==> src/rtl/quatro_disp_pkg.sv <==
// Shared types, segment constants and glyph table for the tick counter display.
// Segment encoding: active low, bit0 = a .. bit6 = g.
package quatro_disp_pkg;

    typedef logic [3:0] digit_t;
    typedef logic [6:0] seg_t;

    localparam seg_t SEG_BLANK = 7'h7F;
    localparam seg_t SEG_ZERO  = 7'h40;

    // Glyphs 0-9, A, b, C, d, E, F
    localparam seg_t SEG_HEX [16] = '{
        7'h40, 7'h79, 7'h24, 7'h30,
        7'h19, 7'h12, 7'h02, 7'h78,
        7'h00, 7'h10, 7'h08, 7'h03,
        7'h46, 7'h21, 7'h06, 7'h0E
    };

    // A digit above 9 is treated as 9 when counting in BCD
    function automatic digit_t bcd_clamp(input digit_t d);
        return (d > 4'd9) ? 4'd9 : d;
    endfunction

endpackage

==> src/rtl/seg7_hex_decoder.sv <==
// Combinational hex digit to active-low 7-segment pattern decoder.
module seg7_hex_decoder
    import quatro_disp_pkg::*;
(
    input  digit_t digit,
    output seg_t   seg
);

    assign seg = SEG_HEX[digit];

endmodule

==> src/rtl/tick_counter_display.sv <==
// Free-running N-digit hex/BCD up/down counter advanced by a prescaled tick,
// with run/pause, clear, load, rollover flag and per-digit 7-segment outputs.
// Optional feature macro: LEADING_ZERO_BLANK_EN blanks digits above the most
// significant nonzero digit (digit 0 always shown).
module tick_counter_display
    import quatro_disp_pkg::*;
#(
    parameter int NUM_DIGITS = 6,
    parameter int CLK_HZ     = 50_000_000,
    parameter int TICK_HZ    = 40
)
(
    input  logic                    CLK_50A,
    input  logic                    reset_n,
    input  logic                    run,
    input  logic                    dir_up,
    input  logic                    mode_bcd,
    input  logic                    clear,
    input  logic                    load,
    input  logic [4*NUM_DIGITS-1:0] load_val,
    output logic [4*NUM_DIGITS-1:0] value,
    output logic [7*NUM_DIGITS-1:0] segs,
    output logic                    tick,
    output logic                    wrap
);

    localparam int VW  = 4 * NUM_DIGITS;
    localparam int DIV = CLK_HZ / TICK_HZ;
    localparam int PW  = (DIV > 1) ? $clog2(DIV) : 1;
    localparam logic [PW-1:0] TERM = PW'(DIV - 1);

    logic [PW-1:0]         presc;
    logic [VW:0]           step_res;   // {rolled, next value}
    logic [NUM_DIGITS-1:0] blank;

    // Hex step: plain binary +/-1; the extra MSB is the carry/borrow out
    function automatic logic [VW:0] hex_step(input logic [VW-1:0] v, input logic up);
        logic [VW:0] r;
        if (up)
            r = {1'b0, v} + (VW+1)'(1);
        else
            r = {1'b0, v} - (VW+1)'(1);
        return r;
    endfunction

    // BCD step: per-digit ripple, digits above 9 clamped to 9 first
    function automatic logic [VW:0] bcd_step(input logic [VW-1:0] v, input logic up);
        logic [VW-1:0] r;
        logic          c;
        digit_t        d;
        r = '0;
        c = 1'b1;
        for (int k = 0; k < NUM_DIGITS; k++) begin
            d = bcd_clamp(v[4*k +: 4]);
            if (c) begin
                if (up) begin
                    if (d == 4'd9) begin
                        d = 4'd0;
                    end else begin
                        d = d + 4'd1;
                        c = 1'b0;
                    end
                end else begin
                    if (d == 4'd0) begin
                        d = 4'd9;
                    end else begin
                        d = d - 4'd1;
                        c = 1'b0;
                    end
                end
            end
            r[4*k +: 4] = d;
        end
        return {c, r};
    endfunction

    // Tick is decoded from the prescaler phase and gated by run so a paused
    // prescaler sitting at terminal count never steps the value
    assign tick = run && (presc == TERM);

    // Prescaler: advances only while running, clear restarts the period
    always_ff @(posedge CLK_50A) begin
        if (!reset_n) begin
            presc <= '0;
        end else if (clear) begin
            presc <= '0;
        end else if (run) begin
            presc <= (presc == TERM) ? '0 : presc + 1'b1;
        end
    end

    // Next-value candidate for the current mode and direction
    always_comb begin
        step_res = '0;
        if (mode_bcd)
            step_res = bcd_step(value, dir_up);
        else
            step_res = hex_step(value, dir_up);
    end

    // Count register and rollover flag: clear > load > tick step > hold
    always_ff @(posedge CLK_50A) begin
        if (!reset_n) begin
            value <= '0;
            wrap  <= 1'b0;
        end else if (clear) begin
            value <= '0;
            wrap  <= 1'b0;
        end else if (load) begin
            value <= load_val;
            wrap  <= 1'b0;
        end else if (tick) begin
            value <= step_res[VW-1:0];
            wrap  <= step_res[VW];
        end else begin
            wrap  <= 1'b0;
        end
    end

`ifdef LEADING_ZERO_BLANK_EN
    logic lz_seen;

    // Blank every digit above the most significant nonzero digit
    always_comb begin
        lz_seen = 1'b0;
        blank   = '0;
        for (int k = NUM_DIGITS - 1; k > 0; k--) begin
            if (value[4*k +: 4] != 4'd0)
                lz_seen = 1'b1;
            blank[k] = ~lz_seen;
        end
    end
`else
    assign blank = '0;
`endif

    for (genvar k = 0; k < NUM_DIGITS; k++) begin : g_digit
        seg_t dec;

        seg7_hex_decoder u_dec (
            .digit (value[4*k +: 4]),
            .seg   (dec)
        );

        assign segs[7*k +: 7] = blank[k] ? SEG_BLANK : dec;
    end

endmodule
==> config.mk <==
export PLATFORM = sky130hd
export DESIGN_NAME = tick_counter_display
export DESIGN_NICKNAME = d
export VERILOG_FILES = /design/src/rtl/quatro_disp_pkg.sv /design/src/rtl/seg7_hex_decoder.sv /design/src/rtl/tick_counter_display.sv
export SDC_FILE = /design/constraint.sdc
export NUM_CORES = 1
export LEC_CHECK = 0
export ABC_CLOCK_PERIOD_IN_PS = 5600
export CORE_MARGIN = 1.5
export CORE_UTILIZATION = 45
export CTS_BUF_LIST = sky130_fd_sc_hd__clkbuf_2 sky130_fd_sc_hd__clkbuf_4 sky130_fd_sc_hd__clkbuf_8
export DETAILED_ROUTE_END_ITERATION = 16
export GPL_TIMING_DRIVEN = 1
export PLACE_DENSITY = 0.69
export SLEW_MARGIN = 20
export SYNTH_ARGS = -nofsm -noshare
export SYNTH_HDL_FRONTEND = slang
export SYNTH_SLANG_ARGS = --single-unit
==> constraint.sdc <==
create_clock -name CLK_50A -period 5.6 [get_ports CLK_50A]
set_clock_uncertainty 0.05 [all_clocks]
set_input_delay 0.84 -clock CLK_50A [delete_from_list [all_inputs] [get_ports CLK_50A]]
set_output_delay 0.84 -clock CLK_50A [all_outputs]
set_load 0.01 [all_outputs]
Word-level counts from Yosys, hierarchy flattened --
Memory sizes are Yosys's and may differ from the RTL's. Cells that the tools add are included.
Storage, ports and cells: flip-flop bits (word level) 46, ROM bits 672, output and inout port bits 68, word-level logic and storage cells 135, memories 6
Operators by class: $add $sub $neg 15, order comparisons 12, equal/unequal tests 7, muxes and demuxes 74, bitwise logic cells 8, reduce and logical (&&, ||, !) cells 10
Memories:
- (name not given) | words 16, bits a word 7, rd ports 1, clocked after memory_dff 0, write ports 0, line seg7_hex_decoder.sv:9 | assign seg = SEG_HEX[digit];
- (name not given) | words 16, bits a word 7, rd ports 1, clocked after memory_dff 0, write ports 0, line seg7_hex_decoder.sv:9
- (name not given) | words 16, bits a word 7, rd ports 1, clocked after memory_dff 0, write ports 0, line seg7_hex_decoder.sv:9
- (name not given) | words 16, bits a word 7, rd ports 1, clocked after memory_dff 0, write ports 0, line seg7_hex_decoder.sv:9
- (name not given) | words 16, bits a word 7, rd ports 1, clocked after memory_dff 0, write ports 0, line seg7_hex_decoder.sv:9
- (name not given) | words 16, bits a word 7, rd ports 1, clocked after memory_dff 0, write ports 0, line seg7_hex_decoder.sv:9
Operator list (count):
- 4-bit two-way mux | 29
- 7-bit two-way mux | 12
- 25-bit two-way mux | 2
- 24-bit two-way mux | 2
- 5-bit >= comparator, second input constant | 6
- 4-bit inverter with 5-bit output | 6
- 1-bit two-way mux | 28
- 24-bit by 1-bit adder with 25-bit output, second input constant | 1
- 24-bit by 1-bit subtractor with 25-bit output, second input constant | 1
- 4-bit by 1-bit adder with 4-bit output, second input constant | 6
- 4-bit == test, second input constant | 6
- 4-bit greater-than comparator, second input constant | 6
- 4-bit logical NOT | 6
- 4-bit by 1-bit subtractor with 4-bit output, second input constant | 6
- 21-bit by 1-bit adder with 21-bit output, second input constant | 1
- 21-bit == test, second input constant | 1
- 21-bit two-way mux | 1
- 4-bit OR reduction | 1
- 1-bit inverter | 2
- 2-bit nonzero test | 1
- 2-bit OR reduction | 1
- 1-bit logical AND | 1

Logic depth before layout (Yosys ltp) --
Gate-level depths: netlist of run 1.
depth after elaboration 18, mapped depth 13, depth with buffers taken out 11

Hierarchy --
From an unflattened synthesis of run 1, not the netlist that was laid out.
Unflattened totals: cells, all modules 830, area total of the unflattened synthesis 6090.8 sq um
Modules (own cells, without submodules):
- tick_counter_display | times used 1, cells each 629, area each 4489.3 sq um
- seg7_hex_decoder at g_digit[0].u_dec ... | times used 5, cells each 33, area each 269.0 sq um
- seg7_hex_decoder at g_digit[1].u_dec | times used 1, cells each 36, area each 256.5 sq um

Worst setup path before layout of run 1 --
No wires, ideal clock.
path kind input -> register, start point in dir_up, end point reg value[23], setup time 0.126 ns, arrival 4.104 ns, data required time 5.424 ns, slack 1.320 ns, stages 13, cells stage by stage buf_2 inv_2 clkbuf_1 ha_1 a21oi_2 o21ai_1 or3b_1 o2111ai_2 nand3_2 a221oi_4 nor4_1 a2111oi_1 o21ai_1
Between the ends: word-level cells in the longest chain between the ends 14
Ends and longest elaborated chain:
- from (decl) | line tick_counter_display.sv:16 | input logic dir_up,
- 1-bit two-way mux | line tick_counter_display.sv:56 | if (up) begin
- 1-bit two-way mux | line tick_counter_display.sv:95 | if (mode_bcd)
- 1-bit two-way mux | line tick_counter_display.sv:55 | if (c) begin
- 1-bit two-way mux | line tick_counter_display.sv:95
- 1-bit two-way mux | line tick_counter_display.sv:55
- 1-bit two-way mux | line tick_counter_display.sv:95
- 1-bit two-way mux | line tick_counter_display.sv:55
- 1-bit two-way mux | line tick_counter_display.sv:95
- 1-bit two-way mux | line tick_counter_display.sv:55
- 1-bit two-way mux | line tick_counter_display.sv:95
- 4-bit two-way mux | line tick_counter_display.sv:55
- 25-bit two-way mux * | line tick_counter_display.sv:95
- 24-bit two-way mux * | line tick_counter_display.sv:112 | end else if (tick) begin
- 24-bit two-way mux * | line tick_counter_display.sv:109 | end else if (load) begin
- to (signal assigned) | line tick_counter_display.sv:110 | value <= load_val;
- to (signal assigned) | line tick_counter_display.sv:113 | value <= step_res[VW-1:0];
- to (decl) | line tick_counter_display.sv:21 | output logic [4*NUM_DIGITS-1:0] value,
Every way passes the cells marked *; elsewhere a longest branch is shown, timed or not. The select of a mux whose other input is x is not followed. A chain may end at the register's enable or synchronous reset.

Final worst setup path of run 1 --
start point in run, end point out tick
Between the ends: word-level cells in the longest chain between the ends 1
Ends and longest elaborated chain:
- from (decl) | line tick_counter_display.sv:15 | input logic run,
- 1-bit logical AND | line tick_counter_display.sv:79 | assign tick = run && (presc == TERM);
- to (decl) | line tick_counter_display.sv:23 | output logic tick,
Every way passes these cells.

==> results of run 1 <==
[stage by stage]
stage / setup slack, ns / cell area (um^2) / cells / hold slack [ns]
final: 1.37 / 7090 / 1060 / 0.475
after global routing: 1.26 / 7090 / 1060 / 0.496
after CTS: 1.36 / 7090 / 1060 / 0.470
after detailed placement: 1.27 / 6990 / 1052 / 0.448
after global placement: 1.35 / 6990 / 1052 / 0.444
after floorplan: 1.32 / 6000 / 832 / 0.419
[layer usage]
layer,vias up,GRT usage,wire length [um]
met1,2878,0.346,8200
met3,11,0.0256,884
li1,3177,-,-
met5,-,0,0
met4,0,0.0324,142
met2,184,0.371,7430
[flip-flops by register name, summed over array words and instances, names as in the netlist]
name   flops
value     24
presc     21
wrap       1
[kinds of logic (layout without fill, tap and decap cells)]
logic type,Yosys count,after routing,share of synthesized area
compound gates,282,282,0.316
simple gates,281,281,0.226
buf+inv,95,147,0.0632
fa+ha+maj,55,55,0.116
flops,46,46,0.153
xor+xnor,44,44,0.0642
mux,29,29,0.0613
[worst reg2reg max path, cell delays in order (launching register included)]
cell and delay [ns]:
sky130_fd_sc_hd__dfxtp_1 0.77, sky130_fd_sc_hd__inv_1 0.26, sky130_fd_sc_hd__ha_1 0.31, sky130_fd_sc_hd__o21bai_1 0.25, sky130_fd_sc_hd__o211ai_1 0.20, sky130_fd_sc_hd__o32ai_2 0.57, sky130_fd_sc_hd__nand3_2 0.31, sky130_fd_sc_hd__nor2b_2 0.22
sky130_fd_sc_hd__mux2i_1 0.09, sky130_fd_sc_hd__o31a_1 0.31, sky130_fd_sc_hd__a221oi_2 0.23, sky130_fd_sc_hd__nor2_1 0.07
[cell usage after synthesis (all sizes together), types with 8 or more instances]
cell,instances
a211oi,15
a21o,12
a21oi,76
a31oi,10
and3,9
buf,18
clkbuf,42
dfxtp,46
ha,54
inv,32
mux2i,21
nand2,54
nand2b,14
nand3,39
nor2,91
nor2b,13
nor3,21
nor4,8
o211ai,17
o21ai,55
o22ai,12
o31ai,14
xnor2,23
xor2,21
[power groups by stage]
stage / registers (mW) / clock network (mW) / logic, mW
2_1_floorplan: 0.353 / 0 / 0.242
3_3_place_gp: 0.371 / 0 / 0.344
3_5_place_dp: 0.371 / 0 / 0.344
4_1_cts: 0.363 / 0.246 / 0.347
5_1_grt: 0.367 / 0.260 / 0.383
6_report: 0.364 / 0.240 / 0.348
[final timing paths]
| path | startpoint | endpoint | slack [ns] | cells after the start |
|---|---|---|---|---|
| max reg2reg | value[0] | value[18] | 1.89 | 11 |
| max | run | tick | 1.37 | 6 |
| min | presc[15] | presc[15] | 0.48 | 2 |
| min reg2reg | presc[15] | presc[15] | 0.48 | 2 |
[cell usage in the layout (no fill, tap or decap), types with 7 or more instances in the layout]
master	instances
sky130_fd_sc_hd__xnor2_1	23
sky130_fd_sc_hd__xor2_1	21
sky130_fd_sc_hd__ha_1	54
sky130_fd_sc_hd__nand2_1	54
sky130_fd_sc_hd__o31ai_1	14
sky130_fd_sc_hd__nand2b_1	14
sky130_fd_sc_hd__nor3_1	21
sky130_fd_sc_hd__mux2i_1	21
sky130_fd_sc_hd__a21o_1	12
sky130_fd_sc_hd__clkdlybuf4s50_1	97
sky130_fd_sc_hd__nor2b_1	12
sky130_fd_sc_hd__dfxtp_1	46
sky130_fd_sc_hd__a211oi_1	15
sky130_fd_sc_hd__nand3_1	36
sky130_fd_sc_hd__and3_1	9
sky130_fd_sc_hd__nor2_1	91
sky130_fd_sc_hd__a31oi_1	10
sky130_fd_sc_hd__o21bai_1	7
sky130_fd_sc_hd__nor4_1	8
sky130_fd_sc_hd__o21ai_0	48
sky130_fd_sc_hd__o21ai_1	7
sky130_fd_sc_hd__nand4_1	7
sky130_fd_sc_hd__o22ai_1	12
sky130_fd_sc_hd__o211ai_1	17
sky130_fd_sc_hd__inv_1	31
sky130_fd_sc_hd__a21oi_1	75
[layout make-up]
class | instances | area, um^2
Multi-Input combinational cell | 691 | 4700
Clock inverter | 3 | 26.3
Tap cell | 176 | 220
Timing Repair Buffer | 104 | 1020
Inverter | 35 | 131
Clock buffer | 5 | 68.8
Fill cell | 1318 | 6050
Sequential cell | 46 | 921
==> metrics.txt, run 1 <==
status=complete, no violations; number of nets in the finished design=969; proportion of synthesized flip-flops having asynchronous set or reset=0; number of setup buffers added after CTS=0; dominant cell type by area after synthesis=sky130_fd_sc_hd__dfxtp_1; routed via count divided by cell count=5.90; most frequent cell on the critical path=sky130_fd_sc_hd__clkdlybuf4s50_1; cell row count=42; Power Density=134 mW/mm^2; initial core utilization=0.457; total internal power=593 uW; number of enable flip-flop cells after synthesis=0; slew at the pin closest to its max-slew limit=0.951 ns; final core utilization=0.540; routed length per placed instance=15.7 um; Comb power frac=0.366; CP endpoint kind=output port; Yosys warning count=0; fraction of final layout cells sized beyond drive strength 1=0.0509; Post-Syn Instances=832; Max-Slew Margin vs Limit=0.366; vias in the first global route=5,542; total inserted antenna cells=0; achievable clock frequency=0.236 GHz; antenna violations before repair=0; TritonCTS sink count=46; source-to-sink clock delay at the later pin of the worst-skew pair=0.32 ns; CTS buffer count=5; global-route wire length before repair=27.9 mm; critical path launch point type=input port; Largest stage delay, worst path=0.62 ns; worst path arrival time=3.34 ns; total chip power=952 uW; core area=0.0131 mm^2; final hold violation count=0; largest net degree at the start of global routing=53; portion of synthesized cell area occupied by the leading cell type=0.153; Final Slew Violations=0; Mapped Area=0.00600 mm^2; CTS tree=done; max-cap violation count=0; H-tree Lvls=2; Worst-path clk slew=0.10 ns; data required time of the critical path=4.71 ns; Initial DRC Count=527; full die area=0.0140 mm^2; synthesis-to-layout area growth=18.1%; count of port buffers added during placement=98; Die Wd=118 um; clock period minus worst slack=4.23 ns; buffering stage count on the worst path with inverters included=3; static leakage=2.58 nW; CTS Hold Buffers Added=0; worst supply voltage drop on vdd=0.144 mV; top post-synthesis cells by area=sky130_fd_sc_hd__dfxtp_1 (15%), sky130_fd_sc_hd__ha_1 (11%), sky130_fd_sc_hd__a21oi_1 (6.3%); type of the setup path with the least slack=in -> out; CP max stage cell=sky130_fd_sc_hd__clkdlybuf4s50_1; Crit path max-delay family=buffers and inverters; total overflow reported by the global router=0; DRC Markers=0; placer's final routability congestion estimate=0.853; type of the tightest min-delay check=reg -> reg; flip-flop and latch count after synthesis=46; Initial DRT Pass Iterations=5; sequential cell fraction of total power=0.382; part of the power in the clock network=0.252; Syn Nets=918; switching share of power=0.377; Netlist cell types=76; list of cells traversed by the critical path=clkdlybuf4s50_1, and4_1, nand4_1, or4_1, clkinv_1, clkdlybuf4s50_1; Vias=6,250; most instantiated flip-flop cell in the synthesis netlist=sky130_fd_sc_hd__dfxtp_1; all-layer global routing usage=0.233; total I/O pin count=99; clock tree root buffer cell=sky130_fd_sc_hd__clkbuf_8; biggest fanout along the worst timing path=19; count of endpoints failing setup in the final report=0; Total Routed Length=16.7 mm; Setup TNS Final=0 ns; buffer levels on the longest clock path=2; Detailed Place HPWL=11.5 mm; Antenna Nets Post-Route=0; die height=118 um; RSZ-0062 raised after global routing=no; post_cts resized=0; Net Switching=359 uW; sequential area share after synthesis=0.153; final period utilization=0.756; mean instance size in the synthesized netlist=7.21 um^2
(Power assumes the default switching activity.)
==> inputs of run 2 (changes only) <==
--- a/config.mk
+++ b/config.mk
@@ -5,13 +5,13 @@
 export SDC_FILE = /design/constraint.sdc
 export NUM_CORES = 1
 export LEC_CHECK = 0
-export ABC_CLOCK_PERIOD_IN_PS = 5600
+export ABC_CLOCK_PERIOD_IN_PS = 3800
 export CORE_MARGIN = 1.5
 export CORE_UTILIZATION = 45
 export CTS_BUF_LIST = sky130_fd_sc_hd__clkbuf_2 sky130_fd_sc_hd__clkbuf_4 sky130_fd_sc_hd__clkbuf_8
 export DETAILED_ROUTE_END_ITERATION = 16
 export GPL_TIMING_DRIVEN = 1
-export PLACE_DENSITY = 0.69
+export PLACE_DENSITY = 0.72
 export SLEW_MARGIN = 20
 export SYNTH_ARGS = -nofsm -noshare
 export SYNTH_HDL_FRONTEND = slang
==> constraint.sdc (replaced) <==
create_clock -name CLK_50A -period 3.8 [get_ports CLK_50A]
set_clock_uncertainty 0.05 [all_clocks]
set_input_delay 0.57 -clock CLK_50A [delete_from_list [all_inputs] [get_ports CLK_50A]]
set_output_delay 0.57 -clock CLK_50A [all_outputs]
set_load 0.01 [all_outputs]
==> metrics.txt, run 2 (synthesis results as in run 1) <==
routed via count divided by cell count=5.95; number of standard cells in the layout, taps in and fillers out=1,092; critical path launch point type=input port; Setup TNS Final=0 ns; TritonCTS sink count=46; Largest stage delay, worst path=0.60 ns; total overflow reported by the global router=0; R2R setup slack=0.71 ns; Hold Crit Endpoint=presc[15]; buffer levels on the longest clock path=2; Power Density=193 mW/mm^2; Initial DRC Count=523; clock period minus worst slack=3.46 ns; status=complete, no violations; final hold violation count=0; Post-DP Area=0.00723 mm^2; number of setup buffers added after CTS=0; Worst-path clk slew=0.10 ns; type of the tightest min-delay check=reg -> reg; static leakage=2.73 nW; list of cells traversed by the critical path=clkdlybuf4s50_1, and4_1, nand4_1, or4_1, clkinv_1, clkdlybuf4s50_1; total area of multi-input combinational cells=0.00470 mm^2; Reg2Reg Launch Point=value[4]; worst path arrival time=2.84 ns; sequential cell area=921 um^2; least setup slack across all paths after layout=0.344 ns; largest net degree at the start of global routing=52; largest registers=value: 24 flops, presc: 21 flops, wrap: 1 flops; number of nets in the finished design=1,001; CTS Hold Buffers Added=0; type of the setup path with the least slack=in -> out; CTS tree=done; hold wc startpoint=presc[15]; DRC Markers=0; routed length per placed instance=15.6 um; worst hold path stage count=2; H-tree Lvls=2; global-route wire length before repair=28.8 mm; Final Slew Violations=0; CTS buffer count=5; die height=118 um; WHS=0.472 ns; Total Routed Length=17.0 mm; clock tree root buffer cell=sky130_fd_sc_hd__clkbuf_8; achievable clock frequency=0.289 GHz; final core utilization=0.558; biggest fanout along the worst timing path=5; cell row count=42; initial core utilization=0.457; final period utilization=0.910; CP max stage cell=sky130_fd_sc_hd__or4_1; synthesis-to-layout area growth=22.1%; number of fill cells in the layout=1,279; number of cells after detailed placement=1,084; Largest register FFs=24; most common cell after layout, fill and taps aside=sky130_fd_sc_hd__clkdlybuf4s50_1; total I/O pin count=99; worst supply voltage drop on vdd=0.281 mV; Initial DRT Pass Iterations=5; area of all placed cells without fillers=0.00733 mm^2; source-to-sink clock delay at the later pin of the worst-skew pair=0.33 ns; register ranked first by flip-flop count=value; data required time of the critical path=3.18 ns; antenna violations before repair=0; Max-Slew Margin vs Limit=0.382; total chip power=1.41 mW; placer's final routability congestion estimate=0.907; total inserted antenna cells=0; Die Wd=118 um; full die area=0.0140 mm^2; setup slack after placement=0.115 ns; vias in the first global route=5,905; core area=0.0131 mm^2; all-layer global routing usage=0.244; count of port buffers added during placement=98; R2R cell count=12; post_cts resized=0; top library cells by usage in the layout, fill and taps aside=sky130_fd_sc_hd__clkdlybuf4s50_1 (97), sky130_fd_sc_hd__nor2_1 (91), sky130_fd_sc_hd__a21oi_1 (75); Vias=6,502; slew at the pin closest to its max-slew limit=0.927 ns; max-cap violation count=0; RSZ-0062 raised after global routing=no; terminus of the critical flop-to-flop path=value[18]; Antenna Nets Post-Route=0; CP endpoint kind=output port; Detailed Place HPWL=12.2 mm; fraction of final layout cells sized beyond drive strength 1=0.0841; most frequent cell on the critical path=sky130_fd_sc_hd__clkdlybuf4s50_1; count of endpoints failing setup in the final report=0
-- run 2: report_power, final --
part | internal [mW] | switching [mW] | total (mW)
Sequential | 0.492 | 0.0246 | 0.516
Clock | 0.132 | 0.204 | 0.336
Combinational | 0.263 | 0.297 | 0.560
-- run 2: routing by layer --
metal,vias up,global-route usage,routed length (um)
met3,16,0.0362,1030
met1,3009,0.353,8050
met4,0,0.0595,195
li1,3244,-,-
met2,233,0.380,7740
met5,-,0,0
-- run 2: worst max-delay path by stage --
stage,endpoint,depth (start not counted),start
CTS,tick,6,run
finish,tick,6,run
floorplan,value[23],13,dir_up
global route,wrap,13,dir_up
global placement,value[23],12,dir_up
detailed placement,value[23],12,dir_up
-- run 2: cell type report --
type | instances | area share
Clock buffer | 5 | 0.00939
Tap cell | 176 | 0.0301
Sequential cell | 46 | 0.126
Timing Repair Buffer | 136 | 0.172
Inverter | 35 | 0.0179
Clock inverter | 3 | 0.00324
Multi-Input combinational cell | 691 | 0.642
-- run 2: worst max-delay path, delay by kind of cell --
kind	cells	cell delay, ns
AND/OR/NAND/NOR	3	1.00
buffers and inverters	3	1.26
